[config.mk]
export PLATFORM = sky130hd
export DESIGN_NAME = fetch_branch_ctrl
export DESIGN_NICKNAME = d
export VERILOG_FILES = /design/src/rtl/fetch_branch_ctrl.sv
export SDC_FILE = /design/constraint.sdc
export NUM_CORES = 1
export LEC_CHECK = 0
export ABC_AREA = 0
export BUFFER_PORTS_ARGS = -buffer_cell sky130_fd_sc_hd__buf_4
export CORE_ASPECT_RATIO = 1.5
export CORE_MARGIN = 2
export CORE_UTILIZATION = 41
export CTS_BUF_LIST = sky130_fd_sc_hd__clkbuf_4
export CTS_CLUSTER_DIAMETER = 100
export DETAILED_ROUTE_END_ITERATION = 16
export MAX_ROUTING_LAYER = met4
export PLACE_DENSITY_LB_ADDON = 0.25
export SLEW_MARGIN = 20
export SYNTH_ARGS = -nofsm -noshare
export SYNTH_HDL_FRONTEND = slang
export SYNTH_SLANG_ARGS = --single-unit
export TNS_END_PERCENT = 30
[constraint.sdc]
create_clock -name clock -period 1.9 [get_ports clock]
set_clock_uncertainty 0.05 [all_clocks]
set_input_delay 0.19 -clock clock [delete_from_list [all_inputs] [get_ports clock]]
set_output_delay 0.19 -clock clock [all_outputs]
set_load 0.05 [all_outputs]
[src/rtl/fetch_branch_ctrl.sv]
// ============================================================================
// Module      : fetch_branch_ctrl
// Description : Instruction fetch and next-PC controller. It fetches at the
//               current PC, decodes jump/branch opcodes and pulses the PC
//               select/load command on downstream accept.
// Revision    : 1.0 - initial release
// ============================================================================
`default_nettype none

module fetch_branch_ctrl #(
    parameter logic [3:0] JMP_OP = 4'hE,
    parameter logic [3:0] BR_OP  = 4'hF
) (
    input  logic        clock,
    input  logic        reset,
    input  logic        run,
    input  logic [31:0] pc,
    input  logic [3:0]  status,
    output logic        imem_req,
    output logic [31:0] imem_addr,
    input  logic        imem_ack,
    input  logic [31:0] imem_rdata,
    output logic [31:0] instr_out,
    output logic        instr_valid,
    input  logic        instr_ready,
    output logic [1:0]  ps,
    output logic [31:0] pc_in
);

    typedef enum logic [1:0] {
        S_IDLE   = 2'd0,
        S_FETCH  = 2'd1,
        S_DECODE = 2'd2,
        S_ISSUE  = 2'd3
    } state_t;

    localparam logic [1:0] c_PS_HOLD = 2'b00;
    localparam logic [1:0] c_PS_INC  = 2'b01;
    localparam logic [1:0] c_PS_LOAD = 2'b10;
    localparam logic [1:0] c_PS_REL  = 2'b11;

    state_t      r_state;
    state_t      w_state_next;
    logic [31:0] r_instr;
    logic [1:0]  r_next_ps;
    logic [31:0] r_pc_in;
    logic [1:0]  w_next_ps;
    logic [31:0] w_pc_in;
    logic        w_taken;
    logic        w_accept;

    wire w_z = status[0];
    wire w_n = status[1];
    wire w_c = status[2];
    wire w_v = status[3];

    // Branch condition evaluated against the flags present during DECODE only
    always_comb begin
        w_taken = 1'b0;
        case (r_instr[27:24])
            4'd0:    w_taken = 1'b1;
            4'd1:    w_taken = w_z;
            4'd2:    w_taken = ~w_z;
            4'd3:    w_taken = w_n;
            4'd4:    w_taken = ~w_n;
            4'd5:    w_taken = w_c;
            4'd6:    w_taken = w_v;
            default: w_taken = 1'b0;
        endcase
    end

    always_comb begin
        w_next_ps = c_PS_INC;
        w_pc_in   = 32'd0;
        if (r_instr[31:28] == JMP_OP) begin
            w_next_ps = c_PS_LOAD;
            w_pc_in   = {4'b0000, r_instr[27:0]};
        end else if (r_instr[31:28] == BR_OP && w_taken) begin
            w_next_ps = c_PS_REL;
            w_pc_in   = {{8{r_instr[23]}}, r_instr[23:0]};
        end
    end

    assign w_accept = (r_state == S_ISSUE) && instr_ready;

    always_comb begin
        w_state_next = r_state;
        case (r_state)
            S_IDLE:   if (run) w_state_next = S_FETCH;
            S_FETCH:  if (imem_ack) w_state_next = S_DECODE;
            S_DECODE: w_state_next = S_ISSUE;
            S_ISSUE:  if (instr_ready) w_state_next = run ? S_FETCH : S_IDLE;
            default:  w_state_next = S_IDLE;
        endcase
    end

    always_ff @(posedge clock or posedge reset) begin
        if (reset) begin
            r_state   <= S_IDLE;
            r_instr   <= 32'd0;
            r_next_ps <= c_PS_HOLD;
            r_pc_in   <= 32'd0;
        end else begin
            r_state <= w_state_next;
            if (r_state == S_FETCH && imem_ack) begin
                r_instr <= imem_rdata;
            end
            if (r_state == S_DECODE) begin
                r_next_ps <= w_next_ps;
                r_pc_in   <= w_pc_in;
            end
        end
    end

    // The address follows pc directly so a fetch right after accept sees the updated PC
    always_comb begin
        imem_req    = 1'b0;
        imem_addr   = 32'd0;
        instr_valid = 1'b0;
        ps          = c_PS_HOLD;
        if (r_state == S_FETCH) begin
            imem_req  = 1'b1;
            imem_addr = pc;
        end
        if (r_state == S_ISSUE) begin
            instr_valid = 1'b1;
        end
        if (w_accept) begin
            ps = r_next_ps;
        end
    end

    assign instr_out = r_instr;
    assign pc_in     = r_pc_in;

endmodule

`default_nettype wire

==> out/qor.csv, run 1 <==
stage,metric,value,unit
layout,Nets,531,
sta,min Tclk post-route,1.785,ns
logic_synthesis,number of synthesized flops with an enable pin,0,
routing,via count,2693,
floorplan,core area,7132,um2
sta,Slew headroom,53.61,%
worst_setup_path,R2R depth,7,
min_path,worst hold path class,primary input to flop,
clock_tree,clock sink count,65,
logic_synthesis,share of synthesized area occupied by flip-flops and latches,54.67,%
floorplan,Die ar.,7969,um2
clock_tree,Clock Pin Slew Worst Setup and Hold Paths,0.10,ns
job,Max Cap Viol,0,
logic_synthesis,Cells after Synth,243,
global_routing,initial antenna violation count,0,
global_routing,largest net degree at the start of global routing,36,
place,I/O Buffers,172,
routing,Iteration-0 DRC Markers,83,
power_and_ir_drop,Max VDD drop,0.001038,V
worst_setup_path,CP endpoint kind,output port,
worst_setup_path,max incr delay on CP,0.41,ns
global_routing,first-pass GRT wire length,12.82,mm
worst_setup_path,Crit-path slowest cell,dfrtp_1,
logic_synthesis,Synth Area in Compound Gates,12.15,%
clock_tree,CTS tree,done,
global_routing,Tot GR Track Use,22.14,%
global_routing,total congestion overflow,0,
logic_synthesis,top_reg_cell synth,dfrtp_1,
place,Placer Congestion,0.6980,
logic_synthesis,Syn Area/Cell,12.24,um2
floorplan,Die H,108.3,um
layout,share of layout cells above drive strength 1,54.49,%
min_path,hold depth,3,
routing,DRT Pass-1 Iters,4,
power_and_ir_drop,P per Cell Area,1842,nW/um2
power_and_ir_drop,"Power, Total",9.055,mW
routing,DR DRC count,0,
floorplan,Starting Density,41.72,%
routing,Avg WL per Cell,16.20,um
logic_synthesis,"Cell Area, Synth",2975,um2
sta,fmax,0.5603,GHz
worst_setup_path,CP Max Fanout,5,
layout,Synth-to-Final Area Change,65.18,%
clock_tree,cts bufs inserted,9,
sta,count of final setup violators,0,
clock_tree,Root Driver,clkbuf_4,
worst_setup_path,CP Class,flop to output port,
layout,diodes inserted,0,
worst_setup_path,arrival time at the worst endpoint,1.54,ns
logic_synthesis,Cell variety after synth,34,
worst_setup_path,CP required,1.66,ns
global_routing,vias in the first global route,2668,
sta,Final period util,93.93,%
logic_synthesis,Syn Nets,321,
sta,final setup TNS,0,ns
clock_tree,H-tree depth,3,
worst_setup_path,cell mode on critical path,buf_4,
layout,# fillers,558,
floorplan,FP Rows,38,
routing,Via density,5.015,
sta,final hold vios,0,
floorplan,Die W,73.56,um
logic_synthesis,Post-Synth XOR/XNOR Area,0,%
sta,RSZ-0062 raised after global routing,false,
logic_synthesis,Synth Area in Simple Gates,14.59,%
worst_setup_path,Top Family by Delay on Critical Path,flip-flops,
clock_tree,Worst-Skew Late Latency,0.41,ns
worst_setup_path,Critical Path Source Type,flop,
sta,Slew Limit Fails,0,
floorplan,number of top-level pins,173,
place,Final HPWL DP,6.052,mm
logic_synthesis,register bit total from synthesis,65,
sta,slew at the pin with the worst max-slew slack,0.6949,ns
logic_synthesis,Synth Area in Adders,2.103,%
outcome,status,"complete, no violations",
logic_synthesis,yosys warns,0,
worst_setup_path,crit path buf inv count,2,
routing,"antenna viol nets, final",0,
clock_tree,Max clock buf depth,2,
worst_setup_path,WP depth,4,
logic_synthesis,post-synthesis mux area share,12.49,%
power_and_ir_drop,static leakage,2.424,nW
routing,final wirelength,8.697,mm
logic_synthesis,largest family of logic cells by synthesized area,simple AND/OR/NAND/NOR gates,
logic_synthesis,Post-synth ARST share,100.0,%
worst_setup_path,crit path cell chain,buf_4 -> ha_1 -> and3_1 -> buf_4,
## cell families (layout without fill, tap and decap cells)
| logic type | Yosys count | count (layout) |
|---|---|---|
| AND/OR/NAND/NOR | 78 | 78 |
| buffers and inverters | 23 | 237 |
| AO/OA/AOI/OAI | 39 | 39 |
| flip-flops | 65 | 65 |
| multiplexers | 33 | 33 |
| adder cells (fa/ha/maj) | 5 | 5 |
## flip-flops by register name, summed over array words and instances (netlist names)
name and cells:
pc_in 29, r_next_ps 2, instr_out 32, r_state 2
## through the flow
step           cell area, um2  setup WS (ns)  std cells  hold slack (ns)  util [%]
2_1_floorplan            2978        0.03355        243           0.2905         -
3_3_place_gp             4407         0.1710        488           0.2857     61.79
3_5_place_dp             4407        0.07903        488           0.2991     61.79
4_1_cts                  4880      0.0003477        537          0.05912     68.42
5_1_grt                  4915        0.01336        537          0.08152     68.91
6_report                 4915         0.1153        537          0.06769     68.91
## worst register-to-register path, cell delays in order (launching register included)
cell,delay [ns]
dfrtp_1,0.41
buf_4,0.15
ha_1,0.18
nand4_1,0.23
nor2_4,0.06
nor4_4,0.26
buf_12,0.22
o2bb2ai_1,0.10
## worst paths after layout
path / endpoint / from / slack [ns]
worst max-delay path: ps[0] / r_state[1] / 0.12
worst min-delay path: r_state[0] / run / 0.07
worst max register to register: pc_in[8] / r_state[1] / 0.12
worst min register to register: pc_in[19] / pc_in[19] / 0.45
max in group asynchronous: pc_in[20] / reset / 0.78
min in group asynchronous: instr_out[27] / reset / 0.41
## timing repair
item | in CTS | in global routing
pin swaps | 0 | 1
hold buffers | 33 | 0
gates resized for setup | 5 | 10
endpoints found under the hold margin | 62 | 0
buffers inserted | 1 | 0
setup endpoints to repair | 32 | 61
## cell type report
cell class,instances,area [um2],area share [%]
Clock inverter,5,47.55,0.9674
Inverter,7,26.28,0.5346
Timing Repair Buffer,215,1785,36.33
Clock buffer,10,75.07,1.527
Multi-Input combinational cell,155,1252,25.48
Sequential cell,65,1628,33.12
Tap cell,80,100.1,2.037
## cells in the mapped netlist, types with 2 or more instances
| library cell | number | area share [%] |
|---|---|---|
| o2bb2ai_1 | 19 | 5.6 |
| buf_4 | 3 | 0.76 |
| buf_2 | 5 | 0.84 |
| dfrtp_1 | 65 | 55 |
| a21oi_2 | 3 | 0.88 |
| nand2_1 | 30 | 3.8 |
| o2bb2ai_2 | 5 | 2.5 |
| buf_6 | 2 | 0.76 |
| and3_1 | 2 | 0.42 |
| a22oi_1 | 4 | 1.0 |
| clkbuf_1 | 6 | 0.76 |
| ha_1 | 5 | 2.1 |
| a21oi_1 | 2 | 0.34 |
| and2_1 | 32 | 6.7 |
| nor2_1 | 2 | 0.25 |
| nand4b_1 | 2 | 0.59 |
| inv_1 | 7 | 0.88 |
| mux2_2 | 33 | 12 |
## cells in the final DEF, fill, tap and decap left out, types with 2 or more instances in the layout
| master | netlist | layout |
|---|---|---|
| mux2_2 | 33 | 33 |
| buf_12 | 0 | 5 |
| nor2_1 | 2 | 2 |
| and2_1 | 32 | 30 |
| and3_1 | 2 | 2 |
| and2_4 | 0 | 2 |
| clkinv_1 | 0 | 2 |
| o2bb2ai_1 | 19 | 19 |
| buf_6 | 2 | 7 |
| ha_1 | 5 | 4 |
| a22oi_1 | 4 | 4 |
| dlygate4sd3_1 | 0 | 33 |
| a21oi_2 | 3 | 3 |
| dfrtp_1 | 65 | 64 |
| clkbuf_4 | 0 | 10 |
| inv_1 | 7 | 4 |
| nand4b_1 | 2 | 2 |
| nand2_1 | 30 | 30 |
| a21oi_1 | 2 | 2 |
| o2bb2ai_2 | 5 | 5 |
| inv_2 | 0 | 3 |
| clkinv_2 | 0 | 2 |
| buf_4 | 3 | 170 |
## power breakdown
group	switching, mW	internal (mW)	total, mW
sequential	0.479	1.91	2.39
combinational	3.80	1.99	5.79
clock	0.481	0.397	0.877
## layer usage
| layer | track usage (%) | wire, um |
|---|---|---|
| met1 | 21.54 | 2998 |
| met2 | 40.75 | 4890 |
| met3 | 5.126 | 631 |
| met4 | 9.221 | 177 |
| met5 | - | 0 |
Power figures use the tool's default switching activity.
==> run 2, diff against run 1 <==
--- a/config.mk
+++ b/config.mk
@@ -14,7 +14,7 @@
 export CTS_CLUSTER_DIAMETER = 100
 export DETAILED_ROUTE_END_ITERATION = 16
 export MAX_ROUTING_LAYER = met4
-export PLACE_DENSITY_LB_ADDON = 0.25
+export PLACE_DENSITY = 0.87
 export SLEW_MARGIN = 20
 export SYNTH_ARGS = -nofsm -noshare
 export SYNTH_HDL_FRONTEND = slang
==> constraint.sdc (replaced) <==
create_clock -name clock -period 1.6 [get_ports clock]
set_clock_uncertainty 0.05 [all_clocks]
set_input_delay 0.16 -clock clock [delete_from_list [all_inputs] [get_ports clock]]
set_output_delay 0.16 -clock clock [all_outputs]
set_load 0.05 [all_outputs]
==> out/qor.csv, run 2 (same netlist as run 1, synthesis figures left out) <==
stage,metric,value,unit,change
layout,max reg flops,32,,unchanged
worst_setup_path,CP Max Fanout,16,,was 5
global_routing,met3 Usage GRT,6.058,%,was 5.126%
clock_tree,CTS tree,done,,unchanged
sta,count of final setup violators,100,,was 0
worst_setup_path,cell mode on critical path,buf_6,,was buf_4
power_and_ir_drop,P per Cell Area,2238,nW/um2,was 1842 nW/um2
job,Max Cap Viol,0,,unchanged
worst_setup_path,reg-to-reg setup timing slack,-0.17,ns,was 0.12 ns
worst_setup_path,arrival time at the worst endpoint,1.60,ns,was 1.54 ns
layout,most frequent cells in the layout,"buf_4 (145), dfrtp_1 (65), dlygate4sd3_1 (34)",,"was buf_4 (170), dfrtp_1 (64), mux2_2 (33), dlygate4sd3_1 (33)"
floorplan,Die ar.,7969,um2,unchanged
sta,min Tclk post-route,1.812,ns,
floorplan,Die W,73.56,um,unchanged
routing,"antenna viol nets, final",0,,unchanged
power_and_ir_drop,static leakage,2.698,nW,was 2.424 nW
outcome,status,finished with violations,,"was complete, no violations"
global_routing,vias in the first global route,2977,,"was 2,668"
layout,share of layout cells above drive strength 1,64.18,%,was 54.49%
clock_tree,Worst-Skew Late Latency,0.42,ns,was 0.41 ns
global_routing,met1 Use GR,25.32,%,was 21.54%
floorplan,Die H,108.3,um,unchanged
sta,Slew Limit Fails,0,,unchanged
sta,fmax,0.5520,GHz,
clock_tree,Root Driver,clkbuf_4,,unchanged
worst_setup_path,R2R depth,8,,was 7
global_routing,initial antenna violation count,1,,was 0
worst_setup_path,crit path cell chain,buf_6 -> ha_4 -> buf_16 -> and2_2 -> buf_6,,was buf_4 -> ha_1 -> and3_1 -> buf_4
layout,cell area after layout,5503,um2,was 4915 um2
worst_setup_path,worst reg2reg path startpoint,r_state[0],,was r_state[1]
sta,slew at the pin with the worst max-slew slack,0.3520,ns,was 0.6949 ns
floorplan,number of top-level pins,173,,unchanged
layout,"Core Util, Final",77.16,%,was 68.91%
min_path,worst hold path class,primary input to flop,,unchanged
routing,DR DRC count,0,,unchanged
sta,Slew headroom,76.54,%,was 53.61%
layout,filler-free cell count of the finished design,550,,was 537
clock_tree,Max clock buf depth,2,,unchanged
layout,Nets,542,,was 531
floorplan,core area,7132,um2,unchanged
worst_setup_path,max incr delay on CP,0.41,ns,about the same
place,I/O Buffers,172,,unchanged
global_routing,met2 Resource Use GR,48.98,%,was 40.75%
global_routing,first-pass GRT wire length,15.30,mm,was 12.82 mm
global_routing,Tot GR Track Use,26.93,%,was 22.14%
worst_setup_path,CP Class,flop to output port,,unchanged
power_and_ir_drop,"Power, Total",12.31,mW,was 9.055 mW
global_routing,largest net degree at the start of global routing,66,,was 36
floorplan,Starting Density,41.72,%,unchanged
sta,RSZ-0062 raised after global routing,true,,was false
outcome,violated checks,setup timing,,
routing,Iteration-0 DRC Markers,181,,was 83
sta,final worst slack,-0.2115,ns,was 0.1153 ns
clock_tree,cts bufs inserted,9,,unchanged
routing,Avg WL per Cell,19.58,um,was 16.20 um
place,placed cells,493,,was 488
routing,via count,2918,,"was 2,693"
worst_setup_path,CP endpoint kind,output port,,unchanged
worst_setup_path,CP required,1.39,ns,was 1.66 ns
min_path,worst hold endpoint,r_state[1],,was r_state[0]
min_path,hold depth,3,,unchanged
routing,DRT Pass-1 Iters,4,,unchanged
routing,Via density,5.305,,was 5.015
worst_setup_path,crit path buf inv count,3,,was 2
clock_tree,clock sink count,65,,unchanged
floorplan,FP Rows,38,,unchanged
power_and_ir_drop,Max VDD drop,0.001516,V,was 0.001038 V
clock_tree,H-tree depth,3,,unchanged
worst_setup_path,Critical Path Source Type,flop,,unchanged
layout,Synth-to-Final Area Change,84.95,%,was 65.18%
sta,final hold vios,0,,unchanged
worst_setup_path,Crit-path slowest cell,dfrtp_1,,unchanged
layout,"commonest non-fill, non-tap cell in the layout",buf_4,,unchanged
sta,Final period util,113.2,%,
place,placed cell area,4497,um2,was 4407 um2
clock_tree,Clock Pin Slew Worst Setup and Hold Paths,0.10,ns,about the same
global_routing,peak-usage layer in the global routing report,met2,,unchanged
routing,final wirelength,10.77,mm,was 8.697 mm
place,Final HPWL DP,6.700,mm,was 6.052 mm
min_path,Hold Path Origin,instr_ready,,was run
global_routing,total congestion overflow,0,,unchanged
worst_setup_path,Top Family by Delay on Critical Path,buffers and inverters,,was flip-flops
place,Placer Congestion,0.8266,,was 0.6980
worst_setup_path,R2R Path End,pc_in[18],,was pc_in[8]
==> run 2: changes by cell type in the layout (fill, tap and decap cells not counted), sizes merged <==
cell and change:
clkinvlp +2, buf +10, clkinv -2, clkbuf +1
bufinv +1, dlygate4sd3 +1, diode +1, inv -1
==> run 2: area by class of cell <==
| class | count | area [um2] |
|---|---|---|
| Clock inverter | 5 | 80.08 |
| Fill cell | 437 | 1629 |
| Clock buffer | 11 | 82.58 |
| Timing Repair Buffer | 226 | 2069 |
| Multi-Input combinational cell | 155 | 1511 |
| Inverter | 7 | 30.03 |
| Antenna cell | 1 | 2.502 |
| Tap cell | 80 | 100.1 |
| Sequential cell | 65 | 1627 |
==> run 2: what timing repair did <==
action,CTS,global route
pin swaps,2,3
endpoints found under the hold margin,98,0
endpoints found under the setup margin,67,99
cloned,1,0
hold buffers,34,0
setup buffers,2,3
resized for setup,66,41
==> run 2: worst max path at each step <==
| stage | startpoint | to | cells past startpoint | slack [ns] |
|---|---|---|---|---|
| after detailed placement | r_state[0] | pc_in[16] | 8 | -0.09 |
| final | r_state[0] | imem_addr[12] | 5 | -0.21 |
| after CTS | r_state[0] | imem_addr[17] | 5 | -0.23 |
| after floorplan | instr_out[24] | pc_in[4] | 5 | -0.20 |
| after global placement | r_state[1] | pc_in[4] | 6 | -0.03 |
| after global routing | r_state[0] | imem_addr[12] | 5 | -0.26 |
==> run 2: worst register-to-register path, cell delays in order (launching register included) <==
cell       delay [ns]
dfrtp_1          0.41
inv_1            0.12
ha_4             0.15
nand4_1          0.21
buf_4            0.22
a21oi_4          0.13
buf_12           0.18
nand2_1          0.12
o2bb2ai_2        0.14
==> run 2: routing by layer <==
metal	vias up	part of all wire [%]
met5	-	0
met4	0	3.3
met3	27	8.2
met2	163	57
met1	1434	32
li1	1294	-
==> run 2: per-stage QoR <==
step                      hold WS (ns)  setup TNS, ns  setup slack [ns]
after CTS                       0.1696         -9.949           -0.2323
after detailed placement        0.2362         -2.047          -0.09008
after floorplan                 0.2477         -9.245           -0.1977
final                           0.2157         -12.11           -0.2115
after global placement          0.2293        -0.5804          -0.02846
after global routing            0.2067         -18.17           -0.2646
==> run 2: where the power goes <==
group | total (mW) | internal (mW) | leakage [nW] | switching (mW)
Clock | 1.30 | 0.667 | 0.0847 | 0.628
Sequential | 2.93 | 2.27 | 0.827 | 0.665
Combinational | 8.09 | 3.15 | 1.79 | 4.94
==> run 3, diff against run 2 <==
--- a/config.mk
+++ b/config.mk
@@ -7,14 +7,16 @@
 export LEC_CHECK = 0
 export ABC_AREA = 0
 export BUFFER_PORTS_ARGS = -buffer_cell sky130_fd_sc_hd__buf_4
+export CELL_PAD_IN_SITES_DETAIL_PLACEMENT = 1
+export CELL_PAD_IN_SITES_GLOBAL_PLACEMENT = 1
 export CORE_ASPECT_RATIO = 1.5
 export CORE_MARGIN = 2
-export CORE_UTILIZATION = 41
+export CORE_UTILIZATION = 30
 export CTS_BUF_LIST = sky130_fd_sc_hd__clkbuf_4
-export CTS_CLUSTER_DIAMETER = 100
 export DETAILED_ROUTE_END_ITERATION = 16
+export HOLD_SLACK_MARGIN = 0.15
 export MAX_ROUTING_LAYER = met4
-export PLACE_DENSITY = 0.87
+export PLACE_DENSITY = 0.86
 export SLEW_MARGIN = 20
 export SYNTH_ARGS = -nofsm -noshare
 export SYNTH_HDL_FRONTEND = slang
==> out/qor.csv, run 3 (same netlist as run 1, synthesis figures left out) <==
stage,metric,value,unit,change
outcome,status,finished with violations,,unchanged
outcome,violated checks,setup timing,,unchanged
sta,count of final setup violators,85,,was 100
layout,max reg flops,32,,unchanged
layout,# fillers,972,,was 437
sta,Slew headroom,76.88,%,was 76.54%
floorplan,number of top-level pins,173,,unchanged
global_routing,met3 Usage GRT,5.242,%,was 6.058%
min_path,Hold Path Origin,instr_ready,,unchanged
sta,final worst slack,-0.2169,ns,was -0.2115 ns
power_and_ir_drop,P_int,6.144,mW,was 6.083 mW
sta,final setup TNS,-11.44,ns,was -12.11 ns
global_routing,largest net degree at the start of global routing,66,,unchanged
floorplan,Die H,126.0,um,was 108.3 um
layout,filler-free cell count of the finished design,590,,was 550
global_routing,vias in the first global route,3170,,"was 2,977"
power_and_ir_drop,Max VDD drop,0.001349,V,was 0.001516 V
worst_setup_path,CP Class,flop to output port,,unchanged
floorplan,Die ar.,10750,um2,was 7969 um2
sta,fmax,0.5504,GHz,was 0.5520 GHz
power_and_ir_drop,Psw,6.250,mW,was 6.231 mW
global_routing,peak-usage layer in the global routing report,met2,,unchanged
power_and_ir_drop,clock power share,8.3,%,was 10.5%
power_and_ir_drop,share of power burned in registers,23.5,%,was 23.8%
global_routing,first-pass GRT wire length,16.81,mm,was 15.30 mm
min_path,hold depth,3,,unchanged
layout,"commonest non-fill, non-tap cell in the layout",buf_4,,unchanged
sta,Slew Limit Fails,0,,unchanged
global_routing,initial antenna violation count,0,,was 1
routing,Iteration-0 DRC Markers,115,,was 181
power_and_ir_drop,Gate power share,68.2,%,was 65.7%
global_routing,met2 Resource Use GR,38.47,%,was 48.98%
clock_tree,clock sink count,65,,unchanged
clock_tree,Clock Pin Slew Worst Setup and Hold Paths,0.10,ns,about the same
routing,Avg WL per Cell,19.47,um,was 19.58 um
floorplan,Die W,85.32,um,was 73.56 um
power_and_ir_drop,"Power, Total",12.39,mW,was 12.31 mW
clock_tree,cts bufs inserted,9,,unchanged
routing,DR DRC count,0,,unchanged
sta,Final period util,113.6,%,was 113.2%
min_path,worst hold endpoint,r_state[1],,unchanged
place,dpl ws,-0.1427,ns,was -0.09008 ns
worst_setup_path,R2R Path End,pc_in[10],,was pc_in[18]
worst_setup_path,reg-to-reg setup timing slack,-0.19,ns,was -0.17 ns
global_routing,met1 Use GR,20.72,%,was 25.32%
power_and_ir_drop,static leakage,2.750,nW,was 2.698 nW
layout,most frequent cells in the layout,"buf_4 (149), dfrtp_1 (65), dlygate4sd3_1 (34)",,"was buf_4 (145), dfrtp_1 (65), dlygate4sd3_1 (34)"
global_routing,total congestion overflow,0,,unchanged
sta,RSZ-0062 raised after global routing,true,,unchanged
job,Max Cap Viol,0,,unchanged
worst_setup_path,arrival time at the worst endpoint,1.61,ns,was 1.60 ns
sta,Hold Slack,0.2202,ns,was 0.2157 ns
place,placed cells,529,,was 493
worst_setup_path,CP Max Fanout,16,,unchanged
place,Placer Congestion,0.7312,,was 0.8266
clock_tree,Worst-Skew Late Latency,0.41,ns,was 0.42 ns
clock_tree,Max clock buf depth,2,,unchanged
layout,diodes inserted,0,,was 1
routing,Via density,4.924,,was 5.305
floorplan,FP Rows,44,,was 38
layout,share of layout cells above drive strength 1,63.37,%,was 64.18%
global_routing,Tot GR Track Use,20.84,%,was 26.93%
floorplan,Starting Density,30.71,%,was 41.72%
worst_setup_path,worst reg2reg path startpoint,r_state[1],,was r_state[0]
routing,"antenna viol nets, final",0,,unchanged
clock_tree,Root Driver,clkbuf_4,,unchanged
sta,min Tclk post-route,1.817,ns,was 1.812 ns
sta,slew at the pin with the worst max-slew slack,0.3468,ns,was 0.3520 ns
sta,final hold vios,0,,unchanged
worst_setup_path,R2R depth,9,,was 8
worst_setup_path,CP required,1.39,ns,about the same
worst_setup_path,CP endpoint kind,output port,,unchanged
power_and_ir_drop,P per Cell Area,2223,nW/um2,was 2238 nW/um2
clock_tree,H-tree depth,3,,unchanged
layout,Nets,549,,was 542
place,Final HPWL DP,7.286,mm,was 6.700 mm
routing,final wirelength,11.49,mm,was 10.77 mm
clock_tree,CTS tree,done,,unchanged
power_and_ir_drop,Net Sw Frac,50.43,%,was 50.60%
floorplan,core area,9689,um2,was 7132 um2
worst_setup_path,Critical Path Source Type,flop,,unchanged
routing,via count,2905,,"was 2,918"
min_path,worst hold path class,primary input to flop,,unchanged
layout,Synth-to-Final Area Change,87.38,%,was 84.95%
routing,DRT Pass-1 Iters,4,,unchanged
place,I/O Buffers,172,,unchanged
## run 3: cell types whose count changed in the layout (fill, tap and decap cells not counted), sizes merged
cell	before	now
diode	1	0
clkinvlp	2	1
buf	192	197
clkinv	2	5
bufinv	2	1
## run 3: per-layer routing
layer	wire, um	share of wire (%)	vias up
met5	0	0	-
li1	-	-	1293
met2	6504	57	147
met3	819	7.1	18
met4	238	2.1	0
met1	3926	34	1447
## run 3: how the worst max path moves through the flow
stage                        startpoint            to  slack, ns  depth (start not counted)
final                        r_state[0]  imem_addr[4]      -0.22                          5
after global routing         r_state[1]     pc_in[21]      -0.30                          9
after CTS                    r_state[1]      pc_in[0]      -0.25                          7
after detailed placement     r_state[0]      pc_in[9]      -0.14                          7
after global placement       r_state[1]      pc_in[9]      -0.05                          6
after floorplan           instr_out[24]      pc_in[4]      -0.20                          5
## run 3: critical path: stages (launching register included)
cell and delay (ns):
dfrtp_1 0.40, buf_6 0.13, ha_4 0.18, buf_16 0.15
and2_2 0.19, buf_6 0.15
## run 3: timing repair
item                                    in CTS  in global routing
hold buffers                                34                  0
endpoints found under the setup margin      86                100
buffers inserted                             5                  3
resized for setup                           70                 42
pin swaps                                    2                  2
cloned                                       2                  2
hold endpoints to repair                    98                  0
## run 3: stage by stage
stage | util (%) | instance area, um2
finish | 57.54 | 5575
global route | 57.54 | 5575
CTS | 55.20 | 5349
detailed placement | 46.94 | 4548
global placement | 46.94 | 4548
floorplan | - | 3018
## run 3: cell type report
type | instances | area [um2] | area share, %
clock inverters | 6 | 50.05 | 0.8977
clock buffers | 9 | 67.56 | 1.212
well taps | 115 | 143.9 | 2.581
flip-flops and latches | 65 | 1627 | 29.17
inverters | 7 | 30.03 | 0.5386
multi-input cells | 155 | 1478 | 26.50
repair buffers | 233 | 2180 | 39.09
## run 3: power by group through the flow
stage               clock network [mW]  registers (mW)  logic [mW]
floorplan                            0            4.77        2.73
global placement                     0            2.83        6.82
detailed placement                   0            2.87        7.01
CTS                               1.05            2.85        7.97
global route                      1.12            3.00        8.78
finish                            1.03            2.91        8.45
